[src/rtl/uart_pkg.sv]
// Shared types and constants for the UART receive path.
// Imported by the synchronizer and the receive core.
package uart_pkg;

  localparam int UART_MAX_DATA_BITS = 8;

  typedef enum logic [2:0] {
    IDLE,
    START,
    DATA,
    PARITY,
    STOP
  } rx_state_e;

  typedef enum logic [1:0] {
    DB5 = 2'b00,
    DB6 = 2'b01,
    DB7 = 2'b10,
    DB8 = 2'b11
  } data_bits_e;

  typedef struct packed {
    logic [2:0] last_idx;
    logic       par_en;
    logic       par_odd;
    logic       stop_2;
  } rx_fmt_t;

  // Index of the final data bit: 5 bits -> 4 ... 8 bits -> 7.
  function automatic logic [2:0] last_bit_idx(
    input data_bits_e sel
  );
    return {1'b1, sel};
  endfunction

endpackage

[src/rtl/uart_rx_sync.sv]
// Multi-flop synchronizer for an idle-high async input.
// Resets to all ones so no false edge is seen out of reset.
module uart_rx_sync
  import uart_pkg::*;
#(
  parameter int STAGES = 2
) (
  input  logic clk,
  input  logic rst,
  input  logic i_d,
  output logic o_q
);

  logic [STAGES-1:0] r_sync;

  always_ff @(posedge clk or posedge rst) begin
    if (rst) begin
      r_sync <= '1;
    end else begin
      r_sync <= {r_sync[STAGES-2:0], i_d};
    end
  end

  assign o_q = r_sync[STAGES-1];

endmodule

[src/rtl/uart_rx_core.sv]
// UART receiver: 16x oversampled, 5-8 data bits,
// optional parity, 1 or 2 stop bits, latched per frame.
module uart_rx_core
  import uart_pkg::*;
#(
  parameter int OVERSAMPLE  = 16,
  parameter int SYNC_STAGES = 2
) (
  input  logic       uart_ref_clk,
  input  logic       rst,
  input  logic       baud_tick,
  input  logic       rx,
  input  logic [1:0] data_bits_sel,
  input  logic       parity_en,
  input  logic       parity_odd,
  input  logic       stop_2,
  output logic [7:0] rx_data,
  output logic       rx_valid,
  output logic       parity_err,
  output logic       frame_err,
  output logic       rx_busy
);

  localparam int CW = $clog2(OVERSAMPLE);
  localparam logic [CW-1:0] HALF =
    CW'(OVERSAMPLE / 2 - 1);
  localparam logic [CW-1:0] FULL =
    CW'(OVERSAMPLE - 1);

  logic w_rx_s;

  rx_state_e r_state, w_state;
  logic [CW-1:0] r_tick, w_tick;
  logic [2:0]    r_bit, w_bit;
  logic [UART_MAX_DATA_BITS-1:0] r_shift;
  logic [UART_MAX_DATA_BITS-1:0] w_shift;
  logic          r_par, w_par;
  logic          r_perr, w_perr;
  logic          r_ferr, w_ferr;
  logic          r_stop_cnt, w_stop_cnt;
  rx_fmt_t       r_fmt, w_fmt;
  logic [7:0]    r_rx_data, w_rx_data;
  logic          r_rx_valid, w_rx_valid;
  logic          r_par_out, w_par_out;
  logic          r_frm_out, w_frm_out;
  logic          w_ferr_now;

  uart_rx_sync #(
    .STAGES(SYNC_STAGES)
  ) u_sync (
    .clk(uart_ref_clk),
    .rst(rst),
    .i_d(rx),
    .o_q(w_rx_s)
  );

  always_ff @(posedge uart_ref_clk or posedge rst) begin
    if (rst) begin
      r_state    <= IDLE;
      r_tick     <= '0;
      r_bit      <= '0;
      r_shift    <= '0;
      r_par      <= 1'b0;
      r_perr     <= 1'b0;
      r_ferr     <= 1'b0;
      r_stop_cnt <= 1'b0;
      r_fmt      <= '0;
      r_rx_data  <= '0;
      r_rx_valid <= 1'b0;
      r_par_out  <= 1'b0;
      r_frm_out  <= 1'b0;
    end else begin
      r_state    <= w_state;
      r_tick     <= w_tick;
      r_bit      <= w_bit;
      r_shift    <= w_shift;
      r_par      <= w_par;
      r_perr     <= w_perr;
      r_ferr     <= w_ferr;
      r_stop_cnt <= w_stop_cnt;
      r_fmt      <= w_fmt;
      r_rx_data  <= w_rx_data;
      r_rx_valid <= w_rx_valid;
      r_par_out  <= w_par_out;
      r_frm_out  <= w_frm_out;
    end
  end

  assign w_ferr_now = r_ferr | ~w_rx_s;

  always_comb begin
    w_state    = r_state;
    w_tick     = r_tick;
    w_bit      = r_bit;
    w_shift    = r_shift;
    w_par      = r_par;
    w_perr     = r_perr;
    w_ferr     = r_ferr;
    w_stop_cnt = r_stop_cnt;
    w_fmt      = r_fmt;
    w_rx_data  = r_rx_data;
    w_rx_valid = 1'b0;
    w_par_out  = r_par_out;
    w_frm_out  = r_frm_out;

    if (baud_tick) begin
      unique case (r_state)
        IDLE: begin
          if (!w_rx_s) begin
            w_state    = START;
            w_tick     = '0;
            w_bit      = '0;
            w_shift    = '0;
            w_par      = 1'b0;
            w_perr     = 1'b0;
            w_ferr     = 1'b0;
            w_stop_cnt = 1'b0;
            w_fmt.last_idx = last_bit_idx(
              data_bits_e'(data_bits_sel));
            w_fmt.par_en  = parity_en;
            w_fmt.par_odd = parity_odd;
            w_fmt.stop_2  = stop_2;
          end
        end
        START: begin
          if (r_tick == HALF) begin
            w_tick  = '0;
            w_state = w_rx_s ? IDLE : DATA;
          end else begin
            w_tick = r_tick + 1'b1;
          end
        end
        DATA: begin
          if (r_tick == FULL) begin
            w_tick         = '0;
            w_shift[r_bit] = w_rx_s;
            w_par          = r_par ^ w_rx_s;
            if (r_bit == r_fmt.last_idx) begin
              w_state = r_fmt.par_en ? PARITY : STOP;
            end else begin
              w_bit = r_bit + 1'b1;
            end
          end else begin
            w_tick = r_tick + 1'b1;
          end
        end
        PARITY: begin
          if (r_tick == FULL) begin
            w_tick  = '0;
            w_perr  = w_rx_s ^ r_par ^ r_fmt.par_odd;
            w_state = STOP;
          end else begin
            w_tick = r_tick + 1'b1;
          end
        end
        STOP: begin
          if (r_tick == FULL) begin
            w_tick = '0;
            w_ferr = w_ferr_now;
            // Leave at mid stop bit so the next start edge is caught.
            if (r_fmt.stop_2 && !r_stop_cnt) begin
              w_stop_cnt = 1'b1;
            end else begin
              w_state    = IDLE;
              w_rx_valid = 1'b1;
              w_rx_data  = r_shift;
              w_par_out  = r_perr;
              w_frm_out  = w_ferr_now;
            end
          end else begin
            w_tick = r_tick + 1'b1;
          end
        end
        default: begin
          w_state = IDLE;
          w_tick  = '0;
        end
      endcase
    end
  end

  assign rx_data    = r_rx_data;
  assign rx_valid   = r_rx_valid;
  assign parity_err = r_par_out;
  assign frame_err  = r_frm_out;
  assign rx_busy    = (r_state != IDLE);

endmodule
[config.mk]
export PLATFORM = sky130hd
export DESIGN_NAME = uart_rx_core
export DESIGN_NICKNAME = d
export VERILOG_FILES = /design/src/rtl/uart_pkg.sv /design/src/rtl/uart_rx_sync.sv /design/src/rtl/uart_rx_core.sv
export SDC_FILE = /design/constraint.sdc
export NUM_CORES = 1
export LEC_CHECK = 0
export CORE_MARGIN = 4
export CORE_UTILIZATION = 40
export CTS_CLUSTER_DIAMETER = 80
export DETAILED_ROUTE_END_ITERATION = 7
export SLEW_MARGIN = 10
export SYNTH_ARGS = -nofsm -noshare
export SYNTH_HDL_FRONTEND = slang
export SYNTH_SLANG_ARGS = --single-unit
[constraint.sdc]
create_clock -name uart_ref_clk -period 1.7 [get_ports uart_ref_clk]
set_input_delay 0.34 -clock uart_ref_clk [delete_from_list [all_inputs] [get_ports uart_ref_clk]]
set_output_delay 0.34 -clock uart_ref_clk [all_outputs]
set_load 0.02 [all_outputs]
=== Word level (Yosys, flattened, before mapping) ===
Index checks and enable logic that the tools add are counted.

* Register bits after elaboration: 41
* Input port bits: 9
* Output and inout port bits: 12
* Logic and storage cells: 98

* Add/subtract/negate cells: 2
* Magnitude comparators: 2
* Eq/ne operators: 16
* Mux-type cells: 38
* Bitwise gates (word level): 5
* Reduce and logical (&&, ||, !) cells: 18

{| class="wikitable"
|+ Operators by type and width
! operator !! number
|-
| 3-bit two-way mux || 11
|-
| 2-bit inequality test (second input constant) || 9
|-
| 8-bit two-way mux || 2
|-
| 8-bit one-hot mux with 2 select lines || 1
|-
| 4-bit AND reduction || 4
|-
| 3-bit one-hot mux with 5 select lines || 1
|-
| 4-bit two-way mux || 3
|-
| 4-bit one-hot mux with 3 select lines || 1
|-
| 1-bit two-way mux || 11
|-
| 5-bit AND reduction || 2
|-
| 8-bit bitwise mux || 1
|-
| 1-bit one-hot mux with 2 select lines || 4
|-
| 8-bit AND reduction || 1
|-
| 3-bit by 2-bit equality test with 1-bit output (second input constant) || 2
|-
| 3-bit one-hot mux with 2 select lines || 1
|-
| 2-bit nonzero test || 3
|-
| 4-bit by 1-bit adder with 4-bit output (second input constant) || 1
|-
| 4-bit by 3-bit equality test with 1-bit output (second input constant) || 1
|-
| 4-bit equality test (second input constant) || 1
|-
| 3-bit by 4-bit less-than comparator with 1-bit output (second input constant) || 1
|-
| 3-bit by 1-bit adder with 3-bit output (second input constant) || 1
|-
| 1-bit demux with 3-bit select || 1
|-
| 3-bit by 1-bit equality test with 1-bit output (second input constant) || 1
|-
| 3-bit equality test || 1
|-
| other kinds (13) || 16
|}

=== Depth between registers and ports, before layout ===
* Depth in word-level cells: 7
* Mapped depth: 6
* Mapped depth without buffers: 5

=== Modules after synthesis ===
Synthesis repeated with hierarchy kept, for this count alone.

* Cell total of the unflattened synthesis: 186
* Area, all modules: 2015.7 um^2

{| class="wikitable"
|+ By module, submodules not included
! module !! instances !! cells an instance !! area each (um^2) !! seq. area each (um^2)
|-
| uart_rx_core || 1 || 183 || 1959.4 || 975.9
|-
| uart_rx_sync || 1 || 3 || 56.3 || 52.6
|}

=== Worst setup path before layout ===
Ideal clock, no wire load.

* Path kind: register to register
* Start point: register u_sync.r_sync[1]
* End point: register r_tick[0]
* Setup time: 125 ps
* Data arrival time: 1528 ps
* Data required time: 1575 ps
* Path slack: 48 ps
* Cell stages (with the launch flop): 6
* Path buffers: 1
* Clock period less this slack: 1652 ps
* Cell sequence: dfstp_2 > buf_6 > or4b_4 > nand2_4 > nor3_2 > mux2_2

* Word-level cells in the longest chain between the ends: 2

{| class="wikitable"
|+ RTL lines
! item !! line !! source
|-
| start, declared || uart_rx_sync.sv:14 || <nowiki>logic [STAGES-1:0] r_sync;</nowiki>
|-
| start signal, assigned || uart_rx_sync.sv:20 || <nowiki>r_sync <= {r_sync[STAGES-2:0], i_d};</nowiki>
|-
| 2-bit inequality test (no source line) || - ||
|-
| 2-bit AND reduction (no source line) || - ||
|-
| end signal, assigned || uart_rx_core.sv:74 || <nowiki>r_tick <= w_tick;</nowiki>
|-
| end, declared || uart_rx_core.sv:33 || <nowiki>logic [CW-1:0] r_tick, w_tick;</nowiki>
|}

No other way between the ends.
A chain may end at the register's enable or synchronous reset.

=== Worst setup path after layout ===
* Start point: register r_state[0]
* End point: register r_state[1]

* Word-level cells in the longest chain between the ends: 3
* Elaborated cells on any way between the ends: 14

{| class="wikitable"
|+ RTL lines
! item !! line !! source
|-
| start, declared || uart_rx_core.sv:32 || <nowiki>rx_state_e r_state, w_state;</nowiki>
|-
| start signal, assigned || uart_rx_core.sv:73 || <nowiki>r_state <= w_state;</nowiki>
|-
| 3-bit equality test (tied with other cells) || uart_rx_core.sv:107 || <nowiki>unique case (r_state)</nowiki>
|-
| 2-bit inequality test (no source line) || - ||
|-
| 8-bit AND reduction (no source line) || - ||
|}

Parallel ways exist; a longest one is shown, timed or not.

==> impl_results.md <==
* # DRC at 0
* DRT iter0 DRCs at 111
* Remaining Overflow, GRT at 0
* Synth area leader: dfrtp_1
* Hold Crit Start: u_sync.r_sync[0]
* Final antenna-violating net count at 0
* Post-synth ARST share at 100%
* Core Area at 5200 um2
* RR Startpoint: r_state[0]
* Level count of the clock H-tree at 2
* Critical path fanouts, max at 6
* Worst path max stage delay at 590 ps
* VDD IR max at 0.000810 V
* Critical path's slowest cell: or4b_4
* Finished Core Util at 53.1%
* Max Cap Viol at 0
* Clk_lat worst skew at 300 ps
* Synth Area in Compound Gates at 19.2%
* WL/cell at 13.9 um
* Post-layout nets at 254
* Main combinational cell family by area after synthesis: compound AO/OA/AOI/OAI gates
* Routed length on met1 at 2150 um
* IO Pins at 21
* Post-synthesis mux area share at 8.23%
* WP data arrival at 1830 ps
* Worst R2R End: r_state[1]
* Post-Syn Nets at 213
* Worst setup EP type: flop
* ANT cells at 0
* Die height at 82.0 um
* CTS tree: done
* Cell breakdown of the critical path: or4b_4, o211ai_2, a211oi_2, buf_4, a22o_1
* CTS Buffer Depth at 2
* XOR/XNOR Fraction of Synth Area at 3.20%
* Root buffer cell: clkbuf_8
* Die Width at 82.0 um
* Drt pass-1 iters at 4
* Post-Synth Simple-Gate Area at 16.9%
* Relative slew slack at 67.9%
* Port Buffer Count at 20
* RSZ-0062 raised after global routing: true
* Num CTS Buffers at 5
* Seq/Total Area, Yosys at 47.0%
* Ys Warns at 0
* Initial Util at 42.0%
* DPL Wire Length at 3190 um
* Global-route wire length before repair at 7590 um
* Post-synth top area share at 44.6%
* Gr usage total at 14.9%
* Design area at 2760 um2
* WL met3 at 228 um
* Status: finished clean
* R2R Setup Slk at 50 ps
* Initial antenna violation count at 0
* Startpoint Class: flop
* Total Wirelength at 4360 um
* Avg Cell Area, Syn at 10.8 um2
* Skew final at 6.83 ps
* Leakage at 1.21 nW
* Area Overhead vs Synth at 26.3%
* Distinct cells, synth at 56
* Fin crit share at 97.3%
* Via density at 5.24
* Pwr per Cell Area at 1220 nW/um2
* Crit Path Class: flop to flop
* Max Used Layer: met4
* Fin crit period at 1650 ps
* Worst Tran Pin Value at 473 ps
* Die area at 6720 um2
* Rows at 26
* Synthesis-stage register bit count at 41
* Fraction of layout cells with a size suffix above 1 at 27.5%
* Slew Limit Fails at 0
* Top delay family on crit path: simple AND/OR/NAND/NOR gates
* Adder-cell share of the synthesized area at 1.14%
* Via count at 1645
* Worst hold stages at 0
* CP required at 1880 ps
* Hold-fix buffers, CTS at 0
* Clock transition at path regs at 80 ps
* Setup violators final at 0
* Syn Inst Count at 202
* FMAX at 604 MHz
* Hold path endpoint: u_sync.r_sync[1]
* Placer Congestion at 0.822
* Metal2 WL at 1920 um
* Vias in the first global route at 1566
* Largest net degree at the start of global routing at 42
* Placed cells at 305
* Cells on worst reg2reg path at 5
* CTS Sinks at 41
* Hold Fails Final Rpt at 0
* Cell area after synthesis at 2190 um2
* Buf/Inv on CP at 1
* Final Non-Filler Cells at 314
* EDFF count, synth at 0
* Worst hold path type: flop to flop
* Synth top area cells: dfrtp_1, mux2_1, mux2_2, o21ai_0, dfstp_2
* DP Area at 2620 um2
* Primary FF master, synth: dfrtp_1
==> where the power goes <==
part	internal (mW)	leakage, nW	total (mW)	switching (mW)
registers	1.14	0.536	1.32	0.185
logic	0.643	0.619	1.26	0.621
clock network	0.439	0.0543	0.796	0.357
total	2.22	1.21	3.38	1.16
==> flip-flops by register name, indices dropped and copies added, names as in the netlist <==
register and flops:
rx_valid 1, frame_err 1, r_fmt 6, r_state 3, parity_err 1, r_tick 4, r_perr 1, r_stop_cnt 1
r_bit 3, rx_data 8, r_par 1, r_shift 8, r_ferr 1, u_sync.r_sync 2
==> worst max path at each step <==
stage,startpoint,to,cells after the start
4_1_cts,r_tick[0],rx_data[4],5
6_report,r_state[0],r_state[1],5
5_1_grt,r_state[0],r_state[1],5
2_1_floorplan,u_sync.r_sync[1],r_tick[0],5
3_5_place_dp,baud_tick,r_shift[2],5
3_3_place_gp,baud_tick,r_shift[0],5
==> through the flow <==
stage	setup slack [ps]	power (mW)	hold slack (ps)	TNS (ps)
2_1_floorplan	47.6	2.17	344	0
3_3_place_gp	-165	2.54	346	-3120
3_5_place_dp	-181	2.57	347	-3320
4_1_cts	11.8	3.36	358	0
5_1_grt	-4.76	3.63	362	-4.76
6_report	45.4	3.38	357	0
==> worst reg2reg max path, stage by stage, from the launching register on <==
cell and delay [ps]:
dfrtp_2 450, or4b_4 590, o211ai_2 110, a211oi_2 60, buf_4 140, a22o_1 190
==> final cells by class <==
| cell class | count | area (um2) |
|---|---|---|
| fillers | 492 | 2440 |
| multi-input cells | 143 | 1080 |
| flip-flops and latches | 41 | 1030 |
| repair buffers | 46 | 423 |
| well taps | 70 | 87.6 |
| clock buffers | 5 | 68.8 |
| clock inverters | 3 | 46.3 |
| inverters | 6 | 22.5 |
==> cells by family (layout without fill, tap and decap cells) <==
logic type / after synthesis / count (layout)
XOR/XNOR: 8 / 8
buffers and inverters: 18 / 60
multiplexers: 16 / 16
AND/OR/NAND/NOR: 58 / 58
AO/OA/AOI/OAI: 59 / 59
adder cells (fa/ha/maj): 2 / 2
flip-flops: 41 / 41
==> placed cells by master (no fill, tap or decap), types with 3 or more instances in the layout <==
cell type,instances
mux2_2,8
nor2b_1,5
o21a_1,3
o21ai_1,4
a31oi_1,5
inv_1,6
xnor2_1,4
nor3_1,3
a22o_1,6
xor2_1,4
dfrtp_1,36
nor2_1,10
o21ai_0,14
nand2b_1,3
nand2_1,8
dfrtp_2,3
nand3_1,6
clkbuf_8,5
mux2_1,8
a21oi_1,7
o21bai_1,3
buf_4,22
clkdlybuf4s50_1,19
==> routing by layer <==
layer  up-vias  track usage [%]
met5         -                0
met3         4             4.17
li1        825                -
met1       779             20.9
met4         0             6.31
met2        37             21.3
==> Yosys cell counts (2+ instances only) <==
cell type and count:
a21oi_1 7, o21ai_0 14, o21ai_1 4, clkbuf_1 2
o21ai_2 2, or3b_1 2, inv_1 6, nand2b_1 3
nor4_1 2, buf_4 2, xnor2_1 4, nand3_1 6
dfrtp_1 39, or3_1 2, o31ai_1 2, xor2_1 4
nor3_1 3, o41ai_1 2, nand2_1 8, buf_6 2
nor2b_1 5, mux2_2 8, nand4_1 2, o311ai_1 2
ha_1 2, o21a_1 3, buf_2 5, dfstp_2 2
a31oi_1 5, and3_1 2, o21bai_1 3, a22o_1 6
mux2_1 8, nor2_1 10, nand2_2 2
==> what timing repair did <==
item / CTS / global route
setup endpoints to repair: 1 / 16
resized for setup: 4 / 9
buffers inserted: 0 / 1
pin swaps: 0 / 4
Note: power is estimated with default switching activity, not from simulation.
